### src/rtl/regfile_scoreboard.sv
// Parametrised 2-read/1-write register file with a per-register busy scoreboard
// and an optional write-protected top register. Optional macro: REGFILE_BYPASS_EN.
module regfile_scoreboard #(
    parameter int unsigned DATA_W      = 32,
    parameter int unsigned DEPTH       = 16,
    parameter int unsigned ADDR_W      = 4,
    parameter bit          PROTECT_TOP = 1'b1
) (
    input  logic              clk,
    input  logic              rst,
    input  logic [ADDR_W-1:0] src1,
    input  logic [ADDR_W-1:0] src2,
    output logic [DATA_W-1:0] reg1,
    output logic [DATA_W-1:0] reg2,
    output logic              busy1,
    output logic              busy2,
    input  logic              issue_en,
    input  logic [ADDR_W-1:0] issue_dest,
    input  logic              wb_en,
    input  logic [ADDR_W-1:0] dest_wb,
    input  logic [DATA_W-1:0] result_wb,
    output logic [DEPTH-1:0]  busy_vec
);

    localparam int unsigned    TOP_IDX  = DEPTH - 1;
    localparam logic [ADDR_W-1:0] TOP_ADDR = ADDR_W'(TOP_IDX);

    logic [DATA_W-1:0] regs [DEPTH];
    logic [DEPTH-1:0]  busy_q;
    logic              wr_allow;
    logic [DEPTH-1:0]  set_mask;
    logic [DEPTH-1:0]  clr_mask;

    // Data write is dropped for the protected top register; its busy clear is not.
    always_comb begin
        wr_allow = wb_en;
        if (PROTECT_TOP && (dest_wb == TOP_ADDR)) begin
            wr_allow = 1'b0;
        end
    end

    always_comb begin
        set_mask = '0;
        clr_mask = '0;
        if (issue_en) begin
            set_mask = DEPTH'(1) << issue_dest;
        end
        if (wb_en) begin
            clr_mask = DEPTH'(1) << dest_wb;
        end
    end

    always_ff @(posedge clk or negedge rst) begin
        if (!rst) begin
            for (int i = 0; i < int'(DEPTH); i++) begin
                regs[i] <= (i == int'(TOP_IDX)) ? '0 : DATA_W'(i);
            end
        end else if (wr_allow) begin
            regs[dest_wb] <= result_wb;
        end
    end

    // A same-edge issue wins over writeback: the newer producer is still pending.
    always_ff @(posedge clk or negedge rst) begin
        if (!rst) begin
            busy_q <= '0;
        end else begin
            busy_q <= (busy_q & ~clr_mask) | set_mask;
        end
    end

    assign busy_vec = busy_q;

`ifdef REGFILE_BYPASS_EN
    always_comb begin
        reg1  = regs[src1];
        reg2  = regs[src2];
        busy1 = busy_q[src1];
        busy2 = busy_q[src2];
        if (wr_allow && (dest_wb == src1)) begin
            reg1 = result_wb;
        end
        if (wr_allow && (dest_wb == src2)) begin
            reg2 = result_wb;
        end
        if (wb_en && (dest_wb == src1)) begin
            busy1 = 1'b0;
        end
        if (wb_en && (dest_wb == src2)) begin
            busy2 = 1'b0;
        end
    end
`else
    always_comb begin
        reg1  = regs[src1];
        reg2  = regs[src2];
        busy1 = busy_q[src1];
        busy2 = busy_q[src2];
    end
`endif

endmodule
### config.mk
export PLATFORM = sky130hd
export DESIGN_NAME = regfile_scoreboard
export DESIGN_NICKNAME = d
export VERILOG_FILES = /design/src/rtl/regfile_scoreboard.sv
export SDC_FILE = /design/constraint.sdc
export NUM_CORES = 1
export LEC_CHECK = 0
export BUFFER_PORTS_ARGS = -buffer_cell sky130_fd_sc_hd__buf_4
export CELL_PAD_IN_SITES_DETAIL_PLACEMENT = 1
export CELL_PAD_IN_SITES_GLOBAL_PLACEMENT = 1
export CORE_MARGIN = 5
export CORE_UTILIZATION = 30
export DETAILED_ROUTE_END_ITERATION = 12
export GPL_TIMING_DRIVEN = 0
export PLACE_DENSITY = 0.58
export SLEW_MARGIN = 15
export SYNTH_ARGS = -nofsm -noshare
export SYNTH_HDL_FRONTEND = slang
export SYNTH_SLANG_ARGS = --single-unit
export TNS_END_PERCENT = 30
### constraint.sdc
create_clock -name clk -period 1.9 [get_ports clk]
set_input_delay 0.38 -clock clk [delete_from_list [all_inputs] [get_ports clk]]
set_output_delay 0.38 -clock clk [all_outputs]
set_load 0.03 [all_outputs]
# ---- Word level (Yosys, flattened, before mapping)
# Cells that the tools add are included.
dict set report totals {
  reg_bits 528
  output_inout_bits 82
  wordCells 49
}
dict set report op_classes {
  magnitude_cmp 6
  eq_ne 1
  shift 2
  muxes 16
  bitwise 6
  reduce_logical 1
}
# operator count
set ops {}
lappend ops {{512-bit bitwise mux} 1}
lappend ops {{32-bit binary-select mux with 4-bit select} 2}
lappend ops {{32-bit 2-to-1 mux} 5}
lappend ops {{32-bit demux with 4-bit select} 1}
lappend ops {{16-bit 2-to-1 mux} 2}
lappend ops {{1-bit by 4-bit left shift with 16-bit output (first input constant)} 2}
lappend ops {{16-bit bitwise AND} 1}
lappend ops {{16-bit inverter} 1}
lappend ops {{16-bit OR} 1}
lappend ops {{5-bit >= comparator (second input constant)} 3}
lappend ops {{4-bit inverter with 5-bit output} 3}
lappend ops {{4-bit by 5-bit < comparator with 1-bit output (second input constant)} 2}
lappend ops {{1-bit binary-select mux with 4-bit select} 2}
lappend ops {{5-bit by 1-bit < comparator with 1-bit output (second input constant)} 1}
lappend ops {{4-bit == test (second input constant)} 1}
lappend ops {{1-bit 2-to-1 mux} 3}
lappend ops {{1-bit logical AND} 1}

# ---- Depth between registers and ports, before layout
# Gate-level depths: netlist (run 1).
dict set report logic_depth {
  depth_word 6
  depth_mapped 6
  mapped_depth_nobuf 3
}

# ---- Worst setup path after synthesis (run 1)
# OpenSTA, ideal clock, no wires.
dict set report synth_path {
  path_type {input -> output}
  startpoint {input src1[0]}
  endpoint {output reg1[10]}
  t_arrival_ns 1.790
  setup_slack_ns -0.270
  stages 6
  path_buffers 3
  path_cell_list {buf_2 buf_6 buf_2 mux4_2 a22oi_1 nand2_1}
}
dict set report synth_between {
  elab_chain_cells 4
}
# element line_no
set synth_lines {}
lappend synth_lines {{start, declared} 11} ;# input logic [ADDR_W-1:0] src1,
lappend synth_lines {{4-bit inverter with 5-bit output (implied by the code)} 95} ;# reg1 = regs[src1];
lappend synth_lines {{32-bit binary-select mux with 4-bit select} 95}
lappend synth_lines {{32-bit 2-to-1 mux (implied by the code) (2 in series)} 95}
lappend synth_lines {{end, declared} 13} ;# output logic [DATA_W-1:0] reg1,
# Every way passes these cells. The select of a mux whose other input is x is not followed.

# ---- Worst setup path in the final report (run 1)
dict set report layout_path {
  startpoint {input src1[1]}
  endpoint {output reg1[10]}
}
# The elaborated chain is that of the path after synthesis.

==> metrics.txt, run 1 <==
outcome=finished with violations; failing checks=negative hold slack, negative setup slack; top post-synthesis cells by area=dfrtp_1, mux4_2, mux2_2; R2R Path End=regs[480]; slowest stage cell on the critical path=clkbuf_2; Ant. Diodes=0; row cnt=110; GRT Resource Usage Total=0.202; Post-Place Setup Slack=-1280 ps; FF+latch count, synth=528; maximum fanout along the worst path=10; max incr delay on CP=510 ps; reg2reg path depth=3; net count after synthesis=1796; wire per inst=30.8 um; r2r startpoint=regs[480]; Worst VDD drop=0.000538 V; ratio of cells with drive above 1 in the final layout=0.656; Core ar.=89900 um2; post-synth top area cell=dfrtp_1; Worst-path clk slew=60 ps; Fmax=0.406 GHz; post-route ant nets=0; Initial Util=0.302; Final WS setup=-563 ps; Die Area=96500 um2; Total Power=38700 uW; top cell type's share of synthesized area=0.461; CP Launch Type=input pin; sequential area share after synthesis=0.488; Chip Height=311 um; Residual DRC=0; gpl congestion=0.806; hold_ws=-331 ps; Pre-Repair DR Iteration Count=5; RSZ-0062 raised after global routing=yes; DRT iter0 DRCs=1142; Layout area overhead=23.8%; H-Tree Depth=3; Min-Delay Path Class=in -> async; Tmin final=2460 ps; # setup viols final=104; max cap viols=0; Avg Cell Area, Syn=15.6 um2; Final Hold Fails=69; DRT Wirelength=98400 um; Slew headroom=0.546; first-pass GRT wire length=144000 um; worst skew pair latency=600 ps; Final Slew Violations=0; final setup TNS=-30680 ps; port buffer count=127; leak pwr=0.0137 uW; Setup Skew=0 ps; post-layout instance area=33600 um2; vias per inst=5.58; crit share post-route=1.30; Cells after Synth=1744; Worst-Margin Slew=679 ps; hpwl dp=65300 um; die width=311 um; Synth Warn #=0; worst-path cell chain=buf_2 > clkbuf_2 > mux4_2 > a22oi_2 > nand2_2 > buf_6; Num CTS Buffers=66; CTS root buf=clkbuf_16; Worst setup EP type=primary output; DR vias=17800; Post-DP Area=30400 um2; kind of critical path=in -> out; CTS Buffer Depth=3; power per cell area=1150 nW/um2; I/O Pins=134; area of the mapped netlist=27100 um2; clock sink count=528; Nets=2016; Data arrival, critical path=2080 ps; Reg2Reg Setup Slack=860 ps; pin count of the biggest net entering global routing=103; vias in the first global route=19800; CTS tree=done; initial antenna violation count=1; Remaining Overflow, GRT=0; Synth cell types=28; worst path required time=1520 ps
-- critical path, delay by kind of cell --
kind	cells	cell delay [ps]
buf+inv	3	870
mux	1	410
compound gates	1	300
simple gates	1	110
-- Yosys cell counts, drive strengths merged --
cell,number
o22ai,1
o21ai,16
mux2,480
nor2,11
nand2b,5
clkbuf,110
o31ai,1
dfstp,28
nor2b,5
inv,3
dfrtp,500
nor3,2
a32o,3
mux4,264
buf,95
nand3,3
nand2,72
nor3b,2
and2,2
nand3b,6
a21o,2
a22oi,132
o2bb2ai,1
-- logic make-up (layout without fill, tap and decap cells) --
family          count (synthesis)  count (layout)  synth area share
buf+inv                       208             477            0.0334
simple gates                  108             108            0.0176
flops                         528             528             0.488
compound gates                156             156            0.0420
mux                           744             744             0.419
-- report_power, final --
group / switching, uW / internal, uW / total, uW
clock network: 5170 / 7710 / 12900
registers: 1800 / 13800 / 15600
logic: 4540 / 5630 / 10200
total: 11500 / 27200 / 38700
-- registers in the layout (all words and copies together) (netlist names) --
| signal | count |
|---|---|
| regs | 512 |
| busy_vec | 16 |
-- cell type report --
| type | instances | area [um2] |
|---|---|---|
| Fill cell | 9045 | 56300 |
| Multi-Input combinational cell | 1008 | 13800 |
| Sequential cell | 528 | 13300 |
| Clock buffer | 97 | 1880 |
| Timing Repair Buffer | 153 | 1510 |
| Tap cell | 1176 | 1470 |
| Buffer | 204 | 1390 |
| Clock inverter | 20 | 302 |
| Inverter | 3 | 11.3 |
-- metal layers --
metal	vias to the layer above	share of wire	wire length [um]	GRT usage
met2	578	0.47	45800	0.320
met5	-	0	0	0
met3	153	0.061	6040	0.0466
met4	0	0.032	3180	0.0635
met1	9838	0.44	43400	0.279
li1	7223	-	-	-
-- per-stage QoR --
| step | std cells | hold slack (ps) | utilization |
|---|---|---|---|
| after floorplan | 1744 | 84.4 | - |
| after global placement | 3047 | 452 | 0.337 |
| after detailed placement | 3052 | 396 | 0.338 |
| after CTS | 3189 | -237 | 0.373 |
| after global routing | 3189 | -291 | 0.373 |
| final | 3189 | -331 | 0.373 |
-- worst max path at each step --
stage,from,to,slack [ps]
after floorplan,src1[0],reg1[0],-70
after global placement,rst,regs[3],-5340
after detailed placement,src2[2],reg2[25],-1280
after CTS,regs[150],reg1[22],-570
after global routing,regs[480],reg1[0],-590
final,src1[1],reg1[10],-560
-- cells in the final DEF (no fill, tap or decap), types with 6 or more instances in the layout --
master,Yosys,layout
clkbuf_2,0,14
buf_6,2,74
mux2_2,450,450
a22oi_2,0,121
nand2_1,72,6
nand3b_1,6,6
clkbuf_1,110,91
clkbuf_4,0,22
bufinv_16,0,6
buf_4,4,100
clkbuf_8,0,11
buf_2,76,47
mux4_2,264,264
o21ai_0,16,16
mux2_1,30,30
a22oi_1,132,11
clkbuf_16,0,67
nand2_2,0,66
clkinv_2,0,7
buf_12,0,18
nor2_2,0,7
dfrtp_1,500,498
dfstp_2,28,28
-- timing repair --
action / 4_1_cts / 5_1_grt
gates cloned: 0 / 0
endpoints found under the setup margin: 186 / 159
setup buffers: 20 / 1
pin swaps: 107 / 14
resized for setup: 212 / 23
endpoints found under the hold margin: 69 / 69
(Power assumes the default switching activity.)
==> run 2, diff against run 1 <==
- TNS_END_PERCENT: 30 -> 50
==> run 2 against run 1 <==
- the run ends with negative setup slack left
- power rose by 1.1%
- global-route usage is essentially flat
- fmax grew 0.68%
- worst hold slack better by 380 ps
- setup slack better by 17 ps
- non-clock buffer count increased by 3
- sequential power is essentially flat
- via count rose by 0.26%
- clock skew did not move
- largest power group unchanged
- register-to-register slack gained 120 ps
==> metrics.txt, run 2 (synthesis results as in run 1) <==
wire per inst=31.0 um; Final WS setup=-547 ps; post-route ant nets=0; max incr delay on CP=490 ps; H-Tree Depth=3; DR vias=17800; NetSw=11600 uW; failing checks=negative setup slack; worst path required time=1520 ps; gpl congestion=0.782; Fmax=0.409 GHz; Worst-path clk slew=60 ps; Cell Count, Final, Fillers Out=3192; Initial Util=0.302; GRT Resource Usage Total=0.202; Residual DRC=0; max FFs per register=512; DRT Wirelength=98900 um; I/O Pins=134; Hold EP=regs[129]; CP bufs+invs=1; crit-path leading delay family=multiplexers; initial antenna violation count=2; leak pwr=0.0138 uW; hold path start=result_wb[1]; DRT iter0 DRCs=1299; clock sink count=528; vias in the first global route=20000; Final Hold Fails=0; Reg power frac=0.400; Worst-Margin Slew=608 ps; CP Launch Type=flop; Reg2Reg Setup Slack=980 ps; Die Area=96500 um2; CTS root buf=clkbuf_16; Min-Delay Path Class=in -> reg; maximum fanout along the worst path=3; Data arrival, critical path=2070 ps; reg2reg path depth=2; Internal Power=27500 uW; Comb power frac=0.261; Layout area overhead=24.6%; commonest non-fill, non-tap cells in the layout=dfrtp_1, mux2_2, mux4_2; Tmin final=2450 ps; power per cell area=1160 nW/um2; RSZ-0062 raised after global routing=yes; pin count of the biggest net entering global routing=104; clock network power share=0.339; port buffer count=127; outcome=finished with violations; row cnt=110; Top reg by flops=regs; Remaining Overflow, GRT=0; Worst VDD drop=0.000567 V; Chip Height=311 um; first-pass GRT wire length=145000 um; Worst setup EP type=primary output; R2R Path End=regs[443]; max cap viols=0; Nets=2019; kind of critical path=reg -> out; r2r startpoint=regs[443]; vias per inst=5.59; Final Slew Violations=0; Slew headroom=0.595; Ant. Diodes=0; Core Util, Final=0.376; Core ar.=89900 um2; worst-path cell chain=mux4_2 > a22oi_2 > nand2_2 > buf_6; Sw Ratio=0.296; commonest non-fill, non-tap cell in the layout=dfrtp_1; crit share post-route=1.29; Pre-Repair DR Iteration Count=5; # setup viols final=75; CTS tree=done; slowest stage cell on the critical path=mux4_2; CTS Buffer Depth=3; worst skew pair latency=600 ps; hold path depth=2; Setup Skew=0 ps; ratio of cells with drive above 1 in the final layout=0.662; die width=311 um; hpwl dp=65800 um; placed cells=3053; Num CTS Buffers=66
[run 2: changes by cell type in the layout (fill, tap and decap cells not counted), sizes merged]
cell | before | now
buf | 249 | 245
clkbuf | 205 | 209
clkinvlp | 1 | 4
inv | 6 | 4
bufinv | 6 | 7
dlygate4sd3 | 0 | 1
[run 2: metal layers]
layer	vias to the layer above	share of wire	GRT usage
met2	579	0.47	0.320
met3	198	0.061	0.0440
met4	4	0.041	0.0783
li1	7212	-	-
met5	-	0.00016	0
met1	9845	0.43	0.274
[run 2: worst max-delay path by stage]
stage          cells after the start  endpoint  startpoint
2_1_floorplan                      6   reg1[0]     src1[0]
3_3_place_gp                       1  regs[37]         rst
3_5_place_dp                       7   reg2[2]     src2[2]
4_1_cts                            4  reg1[26]   regs[410]
5_1_grt                            4  reg2[21]   regs[149]
6_report                           4  reg2[21]   regs[405]
[run 2: timing repair]
item,4_1_cts,5_1_grt
setup endpoints to repair,164,359
cloned,0,2
buffers inserted,19,0
hold buffers,1,0
endpoints found under the hold margin,70,0
pin swaps,103,16
resized for setup,201,31
[run 2: cell type report]
class / instances / area, um2
Tap cell: 1176 / 1470
Fill cell: 9035 / 56100
Clock inverter: 22 / 348
Clock buffer: 95 / 1930
Sequential cell: 528 / 13200
Multi-Input combinational cell: 1008 / 13800
Timing Repair Buffer: 155 / 1570
Buffer: 205 / 1420
Inverter: 3 / 11.3
[run 2: power by group through the flow]
stage	logic, uW	clock network [uW]	registers, uW
6_report	10200	13300	15600
3_5_place_dp	9520	0	15800
2_1_floorplan	6720	0	15300
5_1_grt	10800	14000	16000
3_3_place_gp	9230	0	15500
4_1_cts	10200	13600	15600
[run 2: per-stage QoR]
stage | setup TNS, ps | hold slack [ps] | setup WS [ps] | total power [uW] | area [um2]
floorplan | -3770 | 84.4 | -70.2 | 22000 | 27900
global placement | -2959560 | 452 | -5280 | 24700 | 30300
detailed placement | -290400 | 415 | -1330 | 25300 | 30500
CTS | -31260 | 25.6 | -542 | 39400 | 33600
global route | -32490 | 37.8 | -581 | 40800 | 33800
finish | -29420 | 53.7 | -547 | 39100 | 33800
==> run 3, diff against run 2 <==
- ABC_AREA: not set -> 1
- PLACE_DENSITY: 0.58 -> 0.66
- TNS_END_PERCENT: 50 -> not set
==> run 3 against run 2 <==
- combinational power increased by 31%
- setup slack better by 110 ps
- critical endpoint is now reg2[2]
- utilization up 4.3 points
- critical path depth increased by 3
- the run ends with negative hold slack, negative setup slack left
- final area grew 26%
- routed wire length increased by 82%
- sequential cell count stayed put
- largest power group unchanged
- global-route usage up 11 points
==> metrics.txt, run 3 <==
Worst-path clk slew=60 ps; CP Launch Type=flop; port buffer count=128; R2R Path End=busy_vec[15]; hold_buf cts=1; Final WS setup=-434 ps; most frequent CP cell=nand3_2; CTS tree=done; post-route ant nets=0; clock sink count=528; GRT Resource Usage Total=0.313; Setup Skew=0 ps; max incr delay on CP=520 ps; CTS Buffer Depth=3; final setup TNS=-18870 ps; net count after synthesis=4580; wire per inst=28.7 um; RSZ-0062 raised after global routing=yes; Internal Power=26600 uW; first-pass GRT wire length=246000 um; Post-Place Setup Slack=-1360 ps; post-synth top area cell=dfrtp_1; Comb power frac=0.316; row cnt=117; count leader, synth=nand2_1; slowest stage cell on the critical path=dfstp_2; # setup viols final=66; Final Slew Violations=0; Worst setup EP type=primary output; r2r startpoint=busy_vec[15]; DRT Wirelength=180000 um; top cell type's share of synthesized area=0.409; max FFs per register=512; Pre-Repair DR Iteration Count=6; Slew headroom=0.342; Layout area overhead=38.8%; commonest non-fill, non-tap cells in the layout=nand2_1, dfrtp_1, nand3_1; Post-DP Area=33400 um2; area of the mapped netlist=30600 um2; commonest non-fill, non-tap cell in the layout=nand2_1; Cells after Synth=4528; Synth Flop Type=dfrtp_1; FF+latch count, synth=528; crit share post-route=1.23; Synth Warn #=0; H-Tree Depth=3; NetSw=15800 uW; Fmax=0.429 GHz; pin count of the biggest net entering global routing=96; Residual DRC=0; clock network power share=0.333; Core Util, Final=0.419; hpwl dp=126000 um; top post-synthesis cells by area=dfrtp_1, nand2_1, nand3_1; Post-synth EDFFs=0; Initial Util=0.301; worst path required time=1520 ps; Top reg by flops=regs; vias per inst=5.58; Synth cell types=20; initial antenna violation count=5; post-layout instance area=42500 um2; Tmin final=2330 ps; DR vias=34900; vias in the first global route=33900; Worst VDD drop=0.000676 V; Num CTS Buffers=67; Data arrival, critical path=1950 ps; Chip Height=330 um; CTS root buf=clkbuf_16; Remaining Overflow, GRT=0; worst skew pair latency=640 ps; Sw Ratio=0.373; kind of critical path=reg -> out; power per cell area=996 nW/um2; Reg2Reg Setup Slack=690 ps; Core ar.=102000 um2; ratio of cells with drive above 1 in the final layout=0.322; top cells by count, synth=nand2_1, nand3_1, inv_1, dfrtp_1, o21ai_0; sequential area share after synthesis=0.433; Reg power frac=0.351; ys async rst share=1.00; Avg Cell Area, Syn=6.76 um2; outcome=finished with violations; Die Area=109000 um2; gpl congestion=0.954; DRT iter0 DRCs=3811; max cap viols=0; Nets=4883; Min-Delay Path Class=in -> async; reg2reg path depth=3; leak pwr=0.0208 uW; I/O Pins=134; maximum fanout along the worst path=3; failing checks=negative hold slack, negative setup slack; hold_ws=-352 ps; die width=330 um; worst-path cell chain=inv_1 > nand2_1 > nand3_1 > nand3_2 > nand3_2 > nand2_4 > buf_6; Final Hold Fails=79; Worst-Margin Slew=987 ps
run 3: layer usage:
metal / track usage / part of all wire / vias to the layer above
li1: - / - / 14900
met4: 0.155 / 0.064 / 0
met5: 0 / 0 / -
met2: 0.481 / 0.43 / 1984
met1: 0.416 / 0.41 / 17500
met3: 0.0693 / 0.097 / 554
run 3: worst max path at each step:
stage | startpoint | to | slack [ps] | cells after the start
floorplan | src1[1] | reg1[10] | 160 | 8
global placement | rst | regs[477] | -5770 | 1
detailed placement | src1[2] | reg1[20] | -1360 | 7
CTS | regs[161] | reg1[1] | -370 | 7
global route | regs[290] | reg2[2] | -460 | 7
finish | regs[290] | reg2[2] | -430 | 7
run 3: layout make-up:
| type | instances | area, um2 |
|---|---|---|
| Multi-Input combinational cell | 3067 | 17300 |
| Tap cell | 1368 | 1710 |
| Clock inverter | 22 | 350 |
| Timing Repair Buffer | 236 | 2530 |
| Inverter | 579 | 2190 |
| Sequential cell | 528 | 13200 |
| Clock buffer | 99 | 2010 |
| Antenna cell | 8 | 20.0 |
| Fill cell | 12300 | 59100 |
| Buffer | 352 | 3150 |
run 3: worst max-delay path, delay by kind of cell, from the launching register on:
kind,cells,cell delay (ps)
buffers and inverters,2,210
flip-flops,1,520
AND/OR/NAND/NOR,5,590
run 3: power by group through the flow:
stage	clock [uW]	combinational (uW)	sequential, uW
3_5_place_dp	0	10200	14800
6_report	14100	13400	14900
5_1_grt	14600	14300	15100
4_1_cts	14100	11700	14700
2_1_floorplan	0	6160	14700
3_3_place_gp	0	9850	14700
run 3: cell families after synthesis:
logic type,count (synthesis),share of synthesized area
buf+inv,933,0.132
flops,528,0.433
compound gates,497,0.0818
simple gates,2570,0.354
run 3: repair_timing:
item	in CTS	in global routing
hold endpoints to repair	80	79
endpoints found under the setup margin	67	151
pin swaps	220	236
gates resized for setup	1077	535
setup buffers	35	49
cloned	4	16
run 3: stage by stage:
step	std cells	total power, uW
5_1_grt	6252	44000
4_1_cts	6190	40600
2_1_floorplan	4528	20800
6_report	6259	42400
3_5_place_dp	6029	25000
3_3_place_gp	6024	24600
